==> src/rtl/fifo_block_assembler_pkg.sv <==
// Shared constants and FSM state type for the FIFO-to-block assembler.
package enc_pkg;

    localparam int unsigned BYTE_W      = 8;
    localparam int unsigned BLOCK_BYTES = 16;
    localparam int unsigned BLOCK_W     = BYTE_W * BLOCK_BYTES;

    typedef enum logic {
        FILL = 1'b0,
        HOLD = 1'b1
    } state_e;

endpackage

==> src/rtl/fifo_block_assembler.sv <==
// Pops bytes from a 1-cycle-latency FIFO and assembles big-endian blocks for a cipher core.
// Optional FIFO_BLOCK_PAD_EN: i_flush closes a partial block with PKCS#7 padding.
module fifo_block_assembler #(
    parameter int unsigned WIDTH       = enc_pkg::BYTE_W,
    parameter int unsigned BLOCK_BYTES = enc_pkg::BLOCK_BYTES
) (
    input  logic                           i_clk,
    input  logic                           i_rst_n,
    input  logic                           i_fifo_empty,
    input  logic [WIDTH-1:0]               i_fifo_rd_data,
    output logic                           o_fifo_rd_en,
    input  logic                           i_flush,
    output logic [WIDTH*BLOCK_BYTES-1:0]   o_blk_data,
    output logic                           o_blk_valid,
    input  logic                           i_blk_ready,
    output logic                           o_busy
);
    import enc_pkg::*;

    localparam int unsigned BLK_W = WIDTH * BLOCK_BYTES;
    localparam int unsigned CNT_W = $clog2(BLOCK_BYTES + 1);
    localparam logic [CNT_W-1:0] FULL_CNT = CNT_W'(BLOCK_BYTES);

`ifdef FIFO_BLOCK_PAD_EN
    localparam bit PAD_EN = 1'b1;
`else
    localparam bit PAD_EN = 1'b0;
`endif

    state_e            state_q, state_d;
    logic [CNT_W-1:0]  issued_q, issued_d;
    logic [CNT_W-1:0]  captured_q, captured_d;
    logic [BLK_W-1:0]  blk_q, blk_d;
    logic              valid_q, busy_q, busy_d;

    logic              flush_req;
    logic              capture;
    logic              flush_ok;
    logic [CNT_W-1:0]  pad_cnt;
    logic [WIDTH-1:0]  pad_byte;
    logic [BLK_W-1:0]  padded;

    assign flush_req = PAD_EN & i_flush;

    // Read strobe is gated by reset so nothing is popped while the block is held in reset.
    assign o_fifo_rd_en = i_rst_n && (state_q == FILL) && !i_fifo_empty
                          && (issued_q < FULL_CNT) && !flush_req;

    // With a fixed 1-cycle latency, an uncaptured issue means data is on the bus now.
    assign capture  = (state_q == FILL) && (issued_q != captured_q);
    assign flush_ok = flush_req && (state_q == FILL) && (captured_q != '0)
                      && (issued_q == captured_q);

    // Shift the captured bytes to the top and fill the tail with the pad count.
    always_comb begin
        pad_cnt  = FULL_CNT - captured_q;
        pad_byte = WIDTH'(pad_cnt);
        padded   = blk_q;
        for (int unsigned k = 0; k < BLOCK_BYTES; k++) begin
            if (k < 32'(pad_cnt)) begin
                padded = {padded[BLK_W-WIDTH-1:0], pad_byte};
            end
        end
    end

    // Next-state and datapath updates.
    always_comb begin
        state_d    = state_q;
        issued_d   = issued_q;
        captured_d = captured_q;
        blk_d      = blk_q;
        case (state_q)
            FILL: begin
                if (o_fifo_rd_en) begin
                    issued_d = issued_q + CNT_W'(1);
                end
                if (capture) begin
                    blk_d      = {blk_q[BLK_W-WIDTH-1:0], i_fifo_rd_data};
                    captured_d = captured_q + CNT_W'(1);
                    if (captured_q == FULL_CNT - CNT_W'(1)) begin
                        state_d = HOLD;
                    end
                end else if (flush_ok) begin
                    blk_d   = padded;
                    state_d = HOLD;
                end
            end
            HOLD: begin
                if (i_blk_ready) begin
                    state_d    = FILL;
                    issued_d   = '0;
                    captured_d = '0;
                end
            end
        endcase
        busy_d = (captured_d != '0) || (issued_d != captured_d) || (state_d == HOLD);
    end

    always_ff @(posedge i_clk or negedge i_rst_n) begin
        if (!i_rst_n) begin
            state_q    <= FILL;
            issued_q   <= '0;
            captured_q <= '0;
            blk_q      <= '0;
            valid_q    <= 1'b0;
            busy_q     <= 1'b0;
        end else begin
            state_q    <= state_d;
            issued_q   <= issued_d;
            captured_q <= captured_d;
            blk_q      <= blk_d;
            valid_q    <= (state_d == HOLD);
            busy_q     <= busy_d;
        end
    end

    assign o_blk_data  = blk_q;
    assign o_blk_valid = valid_q;
    assign o_busy      = busy_q;

endmodule

==> config.mk <==
export PLATFORM = sky130hd
export DESIGN_NAME = fifo_block_assembler
export DESIGN_NICKNAME = d
export VERILOG_FILES = /design/src/rtl/fifo_block_assembler_pkg.sv /design/src/rtl/fifo_block_assembler.sv
export SDC_FILE = /design/constraint.sdc
export NUM_CORES = 1
export LEC_CHECK = 0
export ABC_AREA = 1
export BUFFER_PORTS_ARGS = -buffer_cell sky130_fd_sc_hd__buf_2
export CAP_MARGIN = 20
export CORE_ASPECT_RATIO = 1.1
export CORE_MARGIN = 2
export CORE_UTILIZATION = 40
export CTS_BUF_LIST = sky130_fd_sc_hd__clkbuf_4 sky130_fd_sc_hd__clkbuf_8 sky130_fd_sc_hd__clkbuf_16
export DETAILED_ROUTE_END_ITERATION = 8
export MAX_ROUTING_LAYER = met4
export PLACE_DENSITY = 0.67
export SETUP_SLACK_MARGIN = 0.3
export SYNTH_ARGS = -nofsm -noshare
export SYNTH_HDL_FRONTEND = slang
export SYNTH_SLANG_ARGS = --single-unit
==> constraint.sdc <==
create_clock -name i_clk -period 2.7 [get_ports i_clk]
set_input_delay 0.54 -clock i_clk [delete_from_list [all_inputs] [get_ports i_clk]]
set_output_delay 0.54 -clock i_clk [all_outputs]
set_load 0.05 [all_outputs]
# After elaboration in Yosys (flattened, before gate mapping)
# Index checks and enable logic that the tools add are counted.
# Widths: inputs -> output; s select.
# op_classes
addsub,2
magnitude_cmp,1
n_eq_ne,3
mux,10
bitwise_logic,1
reduce_logical,9
# op_table
operator,count
$mux 5,4
$pmux 5 s2,2
$add 5x1->5 const B,2
$ne 5x5->1,2
$eq 5x4->1 const B,1
$lt 5x5->1 const B,1
$reduce_bool 5->1,1
$logic_and 1x1->1,4
$mux 1,3
$logic_or 1x1->1,2
$pmux 1 s2,1
$reduce_and 2->1,1
$logic_not 1->1,1
$not 1->1,1
# totals
register_bits,140
inputBits,13
out_inout_bits,131
word_cells,31

# Longest topological paths before layout
# Gate-level depths: netlist of the first run.
# logic_depth
ltp_word,9
ltp_mapped,12
ltp_nobuf,11

# Worst setup path after synthesis of the first run
# Ideal clock, no wire load.
# synth_path
path_kind,reg-to-reg
from,register state_q
to,register busy_q (netlist: o_busy)
setup_time_ns,0.119
arrival_time_ns,1.980
t_required_ns,2.581
path_slack_ns,0.601
stages_incl_launch_ff,11
path_buffers,0
synth_period_minus_slack_ns,2.099
cell_sequence,dfrtp_1 > inv_2 > nand3_1 > nor2_2 > nand3_1 > nand2_1 > nand3_1 > nor2_1 > nand2_1 > nor2_1 > nand2_1
# synth_between
elab_chain_len,9
elab_cells_between_ends,15
classes_between,eq/ne (1); mux (6); bitwise (1); reduce/logical (7)
# synth_rtl
element,line,text
"start, declared",fifo_block_assembler.sv:30,"state_e state_q, state_d;"
"start signal, assigned",fifo_block_assembler.sv:108,state_q <= state_d;
$not 1->1,--,
$logic_and 1x1->1 (2 in series),fifo_block_assembler.sv:46,assign o_fifo_rd_en = i_rst_n && (state_q == FILL) && !i_fifo_empty
$logic_and 1x1->1,fifo_block_assembler.sv:47,&& (issued_q < FULL_CNT) && !flush_req;
via o_fifo_rd_en,fifo_block_assembler.sv:11,"output logic o_fifo_rd_en,"
$mux 5,fifo_block_assembler.sv:74,if (o_fifo_rd_en) begin
$pmux 5 s2,fifo_block_assembler.sv:72,case (state_q)
$ne 5x5->1,fifo_block_assembler.sv:96,busy_d = (captured_d != '0) || (issued_d != captured_d) || (state_d == HOLD);
$logic_or 1x1->1 (2 in series),fifo_block_assembler.sv:96,
via busy_d,fifo_block_assembler.sv:34,"logic valid_q, busy_q, busy_d;"
"end signal, assigned",fifo_block_assembler.sv:113,busy_q <= busy_d;
"end, declared",fifo_block_assembler.sv:34,
# The timed path passes the listed nets, and every way through them passes these cells.
# A chain may end at the register's enable or synchronous reset.

# Worst setup path in the final report of the first run
# layout_path
from,register state_q
to,output port o_fifo_rd_en
# layout_between
elab_chain_len,4
# layout_rtl
element,line
$not 1->1,--
$logic_and 1x1->1 (2 in series),fifo_block_assembler.sv:46
$logic_and 1x1->1,fifo_block_assembler.sv:47
"end, declared",fifo_block_assembler.sv:11
# No other way between the ends.

==> flow_summary_export.csv, run 1 <==
group,metric,value,unit
status,status,"finished clean",
drt,viasPerCell,4.76,
layout,most_frequent_standard_cell_in_the_layout_excluding_fill_and_tap_cells,"sky130_fd_sc_hd__buf_2",
yosys,cell_variety_after_synth,28,
clock_network,clkTransAtPathRegs,60,ps
layout,antenna_cells,0,
drt,detail_route.wirelength,11900,um
yosys,yosys_warnings,0,
pwr,vdd_ir_drop_max,0.375,mV
clock_network,post_cts.resized_instances,0,
clock_network,post_cts.repair.setup_buffers,0,
min_path,hp-class,"in -> async",
global_route,grt_antenna_before_repair,0,
global_route,first_global_vias,3625,
setup_path,worst-path-max-fanout,9,
setup_path,cp_data_arrival_time,1750,ps
floorplan,coreArea,14400,um2
yosys,yosys_register_bits,140,
global_route,grt_start_max_net_pins,136,
pwr,power.leakage,4.05,nW
clock_network,htree_num_levels,4,
yosys,synthesis.area,5860,um2
floorplan,starting_density,40.7,%
placed_design,detailedPlace.worstSlack,651,ps
placed_design,gpl.final_weighted_congestion,0.828,
clock_network,cts-hold-fix-buffers,1,
flow_run,max-cap-violations,0,
drt,vias,3638,
timing,setup-tns-final,0,ps
timing,finalMaxSlewViolations,0,
placed_design,place_hpwl,8060,um
drt,drt_pre_antenna_iters,4,
timing,maximum_clock_skew_at_final_layout,9.82,ps
floorplan,io_pins,144,
setup_path,critical_path_class,"reg -> out",
layout,final_cell_mix,"sky130_fd_sc_hd__buf_2, sky130_fd_sc_hd__dfrtp_1, sky130_fd_sc_hd__mux2_4, sky130_fd_sc_hd__nand2_1, sky130_fd_sc_hd__mux2_2",
yosys,yosysSeqAreaShare,59.8,%
drt,drc,0,
timing,final_hold_violating_endpoints,0,
pwr,cellPowerDensity,690,nW/um2
floorplan,die_area,15600,um2
global_route,grt_remaining_overflow,0,
placed_design,port-buffer-count,142,
timing,rsz_0062_raised_after_global_routing,"false",
timing,final_min_period_over_clock_period,84.8,%
timing,max_clock_freq,437,MHz
timing,max_slew.worst_pin.slew,855,ps
yosys,synth.net_count,425,
clock_network,clock_tree.buffer_depth,2,
global_route,globalRouteTotalUtil,16.3,%
setup_path,cp_data_required_time,2160,ps
setup_path,regToRegSetupSlack,680,ps
drt,residual_antenna_violating_net_count_after_detailed_routing,0,
layout,fin_nets,577,
clock_network,cts-buffers-inserted,17,
floorplan,fp-row-count,46,
yosys,cells_after_synthesis,409,
setup_path,critical_path.startpoint_type,"flip-flop",
clock_network,clock-root-buffer,"sky130_fd_sc_hd__clkbuf_16",
global_route,grt_first_pass_wirelength,18900,um
timing,fin_crit,2290,ps
yosys,syn-mean-instance-area,14.3,um2
floorplan,fp.dieW,119,um
timing,final-setup-viol-count,0,
setup_path,end_kind,"primary output",
drt,route.detailed.wl_per_inst,15.6,um
layout,flow.area_growth_from_synthesis,25.4,%
timing,setup_slack,412,ps
layout,layout-drive-gt1-share,52.2,%
floorplan,die_h,131,um
clock_network,clock_tree_from_tritoncts,"yes",
clock_network,cts_num_sinks,140,
drt,dr.first_iter.drc_count,140,
layout,fill_cells,1279,
clock_network,clk-insertion-delay-late,420,ps
timing,timing.max_slew.rel_slack,43.0,%
[final timing paths]
kind,start,end,cells after the start
max in group asynchronous,i_rst_n,o_blk_data[122]$_DFFE_PN0P_,2
setup reg to reg,issued_q[3]$_DFF_PN0_,o_blk_data[123]$_DFFE_PN0P_,5
min in group i_clk,i_fifo_rd_data[1],o_blk_data[1]$_DFFE_PN0P_,2
hold reg to reg,o_blk_data[125]$_DFFE_PN0P_,o_blk_data[125]$_DFFE_PN0P_,1
setup / recovery,state_q$_DFF_PN0_,o_fifo_rd_en,4
hold / removal,i_rst_n,captured_q[2]$_DFF_PN0_,2
[power by group]
group / internal [mW] / switching, mW
clock: 1.66 / 0.865
combinational: 0.0985 / 0.258
sequential: 2.15 / 0.0397
[cell families (layout without fill, tap and decap cells)]
kind of cell / count (synthesis) / in the layout / share of synthesized area [%]
AO/OA/AOI/OAI: 20 / 20 / 1.79
flip-flops: 140 / 140 / 59.8
adder cells (fa/ha/maj): 3 / 3 / 0.640
XOR/XNOR: 1 / 1 / 0.149
AND/OR/NAND/NOR: 91 / 91 / 6.98
buffers and inverters: 44 / 208 / 5.44
multiplexers: 110 / 110 / 25.2
[metrics by stage]
stage	utilization (%)	total power [mW]	hold WS, ps	cell area (um2)	cells
2_1_floorplan	-	2.46	244	5860	409
3_3_place_gp	46.5	2.58	349	6700	733
3_5_place_dp	46.5	2.59	353	6700	733
4_1_cts	51.1	5.14	304	7350	765
5_1_grt	51.1	5.26	327	7350	765
6_report	51.1	5.07	153	7350	765
[per-layer routing]
layer  up-vias  track usage (%)  routed length (um)
li1       1688                -                   -
met1      1806             21.2                5480
met2       135             24.5                5570
met3         9             4.95                 715
met4         0             5.74                 136
met5         -                -                   0
[cell usage after synthesis, drive strengths merged]
library cell,count,area [um2]
dfrtp,140,3500
mux2,110,1480
nand2,49,194
inv,27,101
nor2,21,91.3
buf,16,214
nand3,15,87.6
o21ai,10,53.8
a21oi,9,45.0
ha,3,37.5
nand4,3,18.8
and3,2,12.5
clkinv,1,3.75
nor3,1,5.00
o22ai,1,6.26
xnor2,1,8.76
[area by class of cell]
| type | count | area [um2] | area share (%) |
|---|---|---|---|
| Tap cell | 192 | 240 | 3.27 |
| Timing Repair Buffer | 149 | 810 | 11.0 |
| Clock inverter | 12 | 195 | 2.66 |
| Multi-Input combinational cell | 225 | 2050 | 27.9 |
| Clock buffer | 19 | 447 | 6.08 |
| Inverter | 28 | 105 | 1.43 |
| Sequential cell | 140 | 3500 | 47.7 |
[flip-flops by register name (all words and copies together), names as in the netlist]
signal      count
state_q         1
issued_q        5
o_busy          1
o_blk_data    128
captured_q      5
[worst max-delay path, cell delays in order, from the launching register on]
cell and delay, ps:
sky130_fd_sc_hd__dfrtp_1 420, sky130_fd_sc_hd__inv_2 210, sky130_fd_sc_hd__nand3_1 150, sky130_fd_sc_hd__nor2_2 240, sky130_fd_sc_hd__buf_2 320
(Power assumes the default switching activity.)
==> run 2: changes to the inputs <==
- PLACE_DENSITY: 0.67 -> 0.69
- clock period: 2.7 -> 2.1 ns (I/O delays scaled with it)
==> run 2 against run 1 <==
Net effect: count of clock-buffer cells in the layout unchanged; final cell count increased by 2.4%; die area did not move; critical endpoint is now o_blk_data[76]$_DFFE_PN0P_; largest cell class unchanged.
==> flow_summary_export.csv, run 2 (synthesized netlist as in run 1, its figures left out) <==
group,metric,value,unit
status,status,"finished clean",
layout,most_frequent_standard_cell_in_the_layout_excluding_fill_and_tap_cells,"sky130_fd_sc_hd__buf_2",
layout,flow.area_growth_from_synthesis,31.5,%
pwr,vdd_ir_drop_max,0.666,mV
timing,rsz_0062_raised_after_global_routing,"true",
layout,antenna_cells,0,
setup_path,r2r.worst_path.cells,7,
clock_network,clock-root-buffer,"sky130_fd_sc_hd__clkbuf_16",
global_route,grt_remaining_overflow,0,
timing,final_min_period_over_clock_period,84.6,%
floorplan,starting_density,40.7,%
timing,setup_slack,324,ps
timing,max_slew.worst_pin.slew,693,ps
global_route,globalRouteTotalUtil,16.7,%
floorplan,die_area,15600,um2
setup_path,critical_path.startpoint_type,"flip-flop",
setup_path,crit-reg2reg-launch,"issued_q[0]$_DFF_PN0_",
layout,final_cell_mix,"sky130_fd_sc_hd__buf_2, sky130_fd_sc_hd__dfrtp_1, sky130_fd_sc_hd__mux2_4, sky130_fd_sc_hd__mux2_2, sky130_fd_sc_hd__nand2_1",
layout,largest_register_ffs,128,
setup_path,critical_path_s_top_delay_family,"simple AND/OR/NAND/NOR gates",
pwr,switching_power,1.53,mW
pwr,p_seq_share,43.6,%
timing,finalMaxSlewViolations,0,
pwr,power.leakage,4.20,nW
placed_design,detailedPlace.worstSlack,175,ps
placed_design,gpl.final_weighted_congestion,0.826,
setup_path,cpMostUsedCell,"sky130_fd_sc_hd__nor2_2",
timing,final_hold_violating_endpoints,0,
drt,vias,3762,
pwr,clkPwrFrac,49.3,%
placed_design,port-buffer-count,142,
floorplan,fp.dieW,119,um
setup_path,cp_data_arrival_time,2070,ps
floorplan,coreArea,14400,um2
setup_path,cp_data_required_time,2400,ps
timing,timing.max_slew.rel_slack,53.8,%
layout,fin_nets,594,
drt,route.detailed.wl_per_inst,15.8,um
flow_run,max-cap-violations,0,
timing,max_clock_freq,563,MHz
global_route,grt_antenna_before_repair,0,
clock_network,htree_num_levels,4,
drt,drt_pre_antenna_iters,4,
global_route,grt_start_max_net_pins,136,
drt,drc,0,
setup_path,critical_path_class,"reg -> reg",
pwr,cellPowerDensity,838,nW/um2
setup_path,worst-path-buf-inv,1,
drt,detail_route.wirelength,12400,um
pwr,comb_power_share,7.1,%
setup_path,crit_start,"issued_q[0]$_DFF_PN0_",
global_route,grt_first_pass_wirelength,19300,um
setup_path,slowest_stage,"sky130_fd_sc_hd__dfrtp_2",
drt,viasPerCell,4.80,
timing,setup-tns-final,0,ps
timing,maximum_clock_skew_at_final_layout,8.34,ps
timing,finalHoldWorstSlack,182,ps
timing,final-setup-viol-count,0,
drt,residual_antenna_violating_net_count_after_detailed_routing,0,
clock_network,clock_tree_from_tritoncts,"yes",
drt,dr.first_iter.drc_count,149,
pwr,p_int,4.93,mW
setup_path,worst_path_largest_cell_delay,430,ps
setup_path,critical_path.reg2reg.endpoint,"o_blk_data[76]$_DFFE_PN0P_",
global_route,first_global_vias,3678,
floorplan,fp-row-count,46,
clock_network,clock_tree.buffer_depth,2,
min_path,hp-class,"in -> async",
clock_network,cts-buffers-inserted,17,
placed_design,place_hpwl,7930,um
clock_network,clk-insertion-delay-late,420,ps
clock_network,cts_num_sinks,140,
timing,fin_crit,1780,ps
setup_path,worst-path-max-fanout,25,
pwr,swShare,23.7,%
setup_path,end_kind,"flip-flop",
floorplan,die_h,131,um
setup_path,worstPathCellList,"nor2_2 > nor2_2 > nor2_2 > nand3_4 > nand2_8 > buf_16 > mux2_4",
setup_path,regToRegSetupSlack,320,ps
clock_network,clkTransAtPathRegs,60,ps
layout,layout-drive-gt1-share,56.3,%
floorplan,io_pins,144,
## run 2: routing by layer
layer	part of all wire (%)	wire length, um	track usage, %	vias up
met1	44	5420	21.1	1870
met4	1.6	194	6.09	0
met5	0	0	-	-
met2	49	6040	25.5	136
met3	5.9	736	5.21	22
li1	-	-	-	1734
## run 2: how the worst max path moves through the flow
stage	endpoint	slack [ps]	depth (start not counted)
after floorplan	o_busy$_DFF_PN0_	320	10
after detailed placement	o_busy$_DFF_PN0_	180	12
after global placement	o_busy$_DFF_PN0_	230	11
after CTS	o_blk_data[103]$_DFFE_PN0P_	300	7
after global routing	o_busy$_DFF_PN0_	250	11
final	o_blk_data[76]$_DFFE_PN0P_	320	7
## run 2: cell type report
| class | instances | area, um2 |
|---|---|---|
| fillers | 1219 | 6680 |
| clock inverters | 13 | 189 |
| well taps | 192 | 240 |
| repair buffers | 165 | 1110 |
| flip-flops and latches | 140 | 3510 |
| multi-input cells | 226 | 2100 |
| clock buffers | 19 | 447 |
| inverters | 28 | 110 |
## run 2: repair_timing
action	4_1_cts	5_1_grt
cloned	2	4
resized for setup	7	18
buffers inserted	8	3
hold endpoints to repair	5	0
hold buffers	1	0
setup endpoints to repair	95	86
pin swaps	2	6
## run 2: worst register-to-register path, delay by kind of cell, from the launching register on
kind | cells | cell delay [ps]
multiplexers | 1 | 330
AND/OR/NAND/NOR | 5 | 660
flip-flops | 1 | 430
buffers and inverters | 1 | 240
## run 2: per-stage QoR
step	power, mW	area [um2]	util [%]	std cells
3_3_place_gp	3.31	6740	46.9	733
3_5_place_dp	3.32	6740	46.9	733
4_1_cts	6.55	7520	52.3	776
2_1_floorplan	3.16	5870	-	409
5_1_grt	6.71	7710	53.6	783
6_report	6.46	7710	53.6	783
## run 2: power groups by stage
stage / Combinational, mW / Sequential [mW] / Clock (mW)
finish: 0.458 / 2.81 / 3.19
global placement: 0.456 / 2.86 / 0
global route: 0.483 / 2.82 / 3.41
CTS: 0.465 / 2.81 / 3.27
detailed placement: 0.461 / 2.86 / 0
floorplan: 0.0832 / 3.08 / 0
==> run 3: changes to the inputs <==
- clock period: 2.1 -> 1.5 ns (I/O delays scaled with it)
==> run 3 against run 2 <==
Net effect: the flow now finishes with violations (hold timing, setup timing); sequential power grew 41%; first-iteration DRC count grew 81%; via count grew 17%; wire length grew 36%; final area grew 29%; flip-flop and latch count is the same; hold slack lost 200 ps.
==> flow_summary_export.csv, run 3 (synthesized netlist as in run 1, its figures left out) <==
group,metric,value,unit
status,status,"finished with violations",
status,violations_in_the_final_reports,"hold timing, setup timing",
drt,vias,4389,
layout,layout-drive-gt1-share,67.3,%
floorplan,fp.dieW,119,um
placed_design,detailedPlace.worstSlack,-216,ps
timing,finalHoldWorstSlack,-16.2,ps
timing,setup_slack,-211,ps
clock_network,clock-root-buffer,"sky130_fd_sc_hd__clkbuf_16",
setup_path,critical_path.reg2reg.endpoint,"o_blk_data[54]$_DFFE_PN0P_",
placed_design,port-buffer-count,142,
setup_path,critical_path.startpoint_type,"flip-flop",
layout,final-instance-count-excl-fill,926,
global_route,grt_start_max_net_pins,136,
setup_path,crit_start,"issued_q[1]$_DFF_PN0_",
setup_path,critical_path_class,"reg -> reg",
floorplan,die_area,15600,um2
min_path,hp-class,"in -> async",
global_route,first_global_vias,4497,
layout,fin_nets,737,
floorplan,coreArea,14400,um2
global_route,globalRouteTotalUtil,21.0,%
drt,dr.first_iter.drc_count,269,
floorplan,starting_density,40.7,%
timing,max_clock_freq,584,MHz
timing,max_slew.worst_pin.slew,764,ps
drt,viasPerCell,4.74,
layout,largest_register_ffs,128,
clock_network,cts_num_sinks,140,
layout,final_cell_mix,"sky130_fd_sc_hd__buf_6, sky130_fd_sc_hd__dfrtp_1, sky130_fd_sc_hd__buf_4, sky130_fd_sc_hd__mux2_4, sky130_fd_sc_hd__nand2_1",
drt,detail_route.wirelength,16800,um
global_route,grt_antenna_before_repair,0,
clock_network,clock_tree.buffer_depth,2,
clock_network,cts-buffers-inserted,17,
placed_design,placed_cells,760,
floorplan,die_h,131,um
placed_design,place_hpwl,8560,um
setup_path,end_kind,"flip-flop",
setup_path,worst-path-max-fanout,22,
pwr,cellPowerDensity,955,nW/um2
clock_network,htree_num_levels,4,
drt,drc,0,
timing,rsz_0062_raised_after_global_routing,"true",
global_route,grt_remaining_overflow,0,
clock_network,clkTransAtPathRegs,60,ps
timing,final_min_period_over_clock_period,114,%
timing,fin_crit,1710,ps
setup_path,r2r.worst_path.cells,8,
setup_path,crit-reg2reg-launch,"issued_q[1]$_DFF_PN0_",
layout,flow.area_growth_from_synthesis,69.8,%
placed_design,gpl.final_weighted_congestion,0.769,
layout,antenna_cells,0,
layout,multi_input_combinational_cell_area,2380,um2
timing,final_hold_violating_endpoints,3,
floorplan,fp-row-count,46,
layout,fill_cells,912,
placed_design,placedInstanceArea,7080,um2
layout,seqCellArea,3510,um2
timing,maximum_clock_skew_at_final_layout,12.0,ps
drt,residual_antenna_violating_net_count_after_detailed_routing,0,
drt,drt_pre_antenna_iters,4,
floorplan,io_pins,144,
layout,finish.instance_area,9950,um2
setup_path,regToRegSetupSlack,-210,ps
timing,timing.max_slew.rel_slack,49.1,%
clock_network,clk-insertion-delay-late,420,ps
timing,final-setup-viol-count,127,
pwr,vdd_ir_drop_max,0.834,mV
drt,route.detailed.wl_per_inst,18.1,um
setup_path,cp_data_arrival_time,2010,ps
global_route,grt_first_pass_wirelength,24300,um
layout,most_frequent_standard_cell_in_the_layout_excluding_fill_and_tap_cells,"sky130_fd_sc_hd__buf_6",
flow_run,max-cap-violations,0,
setup_path,cp_data_required_time,1800,ps
clock_network,clock_tree_from_tritoncts,"yes",
pwr,power.leakage,5.30,nW
timing,finalMaxSlewViolations,0,
run 3: cell count changes in the layout (fill, tap and decap cells not counted), moves of 3 or more:
cell and delta:
sky130_fd_sc_hd__buf_12 +8, sky130_fd_sc_hd__buf_2 -130, sky130_fd_sc_hd__buf_4 +128, sky130_fd_sc_hd__buf_6 +136, sky130_fd_sc_hd__buf_8 +6, sky130_fd_sc_hd__clkbuf_16 -3, sky130_fd_sc_hd__ha_1 -3, sky130_fd_sc_hd__mux2_2 -38
sky130_fd_sc_hd__mux2_4 +38, sky130_fd_sc_hd__nand2_1 -6, sky130_fd_sc_hd__nand2_2 +4, sky130_fd_sc_hd__nand3_1 -3, sky130_fd_sc_hd__o21ai_0 -5, sky130_fd_sc_hd__o21ai_1 +3
run 3: worst max-delay path, stage by stage (launching register included):
cell                      delay, ps
sky130_fd_sc_hd__dfrtp_1        370
sky130_fd_sc_hd__inv_1           60
sky130_fd_sc_hd__nand2_1         50
sky130_fd_sc_hd__nand2_1         50
sky130_fd_sc_hd__nor2_2         160
sky130_fd_sc_hd__nand3_4        160
sky130_fd_sc_hd__nand2_8        170
sky130_fd_sc_hd__buf_12         220
sky130_fd_sc_hd__mux2_4         330
run 3: where the power goes:
part           internal, mW  leakage, nW  switching (mW)
registers              3.87         1.77          0.0795
logic                 0.402         3.22           0.530
clock network          2.98        0.314            1.65
total                  7.25         5.30            2.26
run 3: layer usage:
metal	up-vias	track usage (%)	share of wire [%]
met5	-	-	0
li1	2008	-	-
met2	154	35.2	53
met3	34	4.38	4.0
met4	0	7.68	2.5
met1	2193	25.5	41
run 3: layout make-up:
type	count	area share, %
Sequential cell	140	35.2
Timing Repair Buffer	308	30.9
Multi-Input combinational cell	226	23.9
Clock buffer	18	4.35
Tap cell	192	2.41
Clock inverter	14	2.16
Inverter	28	1.08
run 3: worst max path at each step:
stage	endpoint	slack [ps]	cells after the start
CTS	o_blk_data[54]$_DFFE_PN0P_	-220	8
detailed placement	o_blk_data[124]$_DFFE_PN0P_	-220	8
global placement	o_blk_data[72]$_DFFE_PN0P_	-170	8
floorplan	o_busy$_DFF_PN0_	-230	10
finish	o_blk_data[54]$_DFFE_PN0P_	-210	8
global route	o_blk_data[73]$_DFFE_PN0P_	-310	7
run 3: what timing repair did:
action | in CTS | in global routing
resized for setup | 276 | 93
pin swaps | 5 | 3
cloned | 3 | 1
hold endpoints to repair | 5 | 0
buffers inserted | 94 | 35
hold buffers | 1 | 0
setup endpoints to repair | 267 | 269
run 3: per-stage QoR:
| step | util (%) | setup TNS, ps | power, mW |
|---|---|---|---|
| 6_report | 69.2 | -20580 | 9.50 |
| 5_1_grt | 69.2 | -33910 | 9.80 |
| 4_1_cts | 65.5 | -22200 | 9.53 |
| 3_5_place_dp | 49.2 | -20560 | 4.66 |
| 3_3_place_gp | 49.2 | -16200 | 4.64 |
| 2_1_floorplan | - | -12490 | 4.43 |
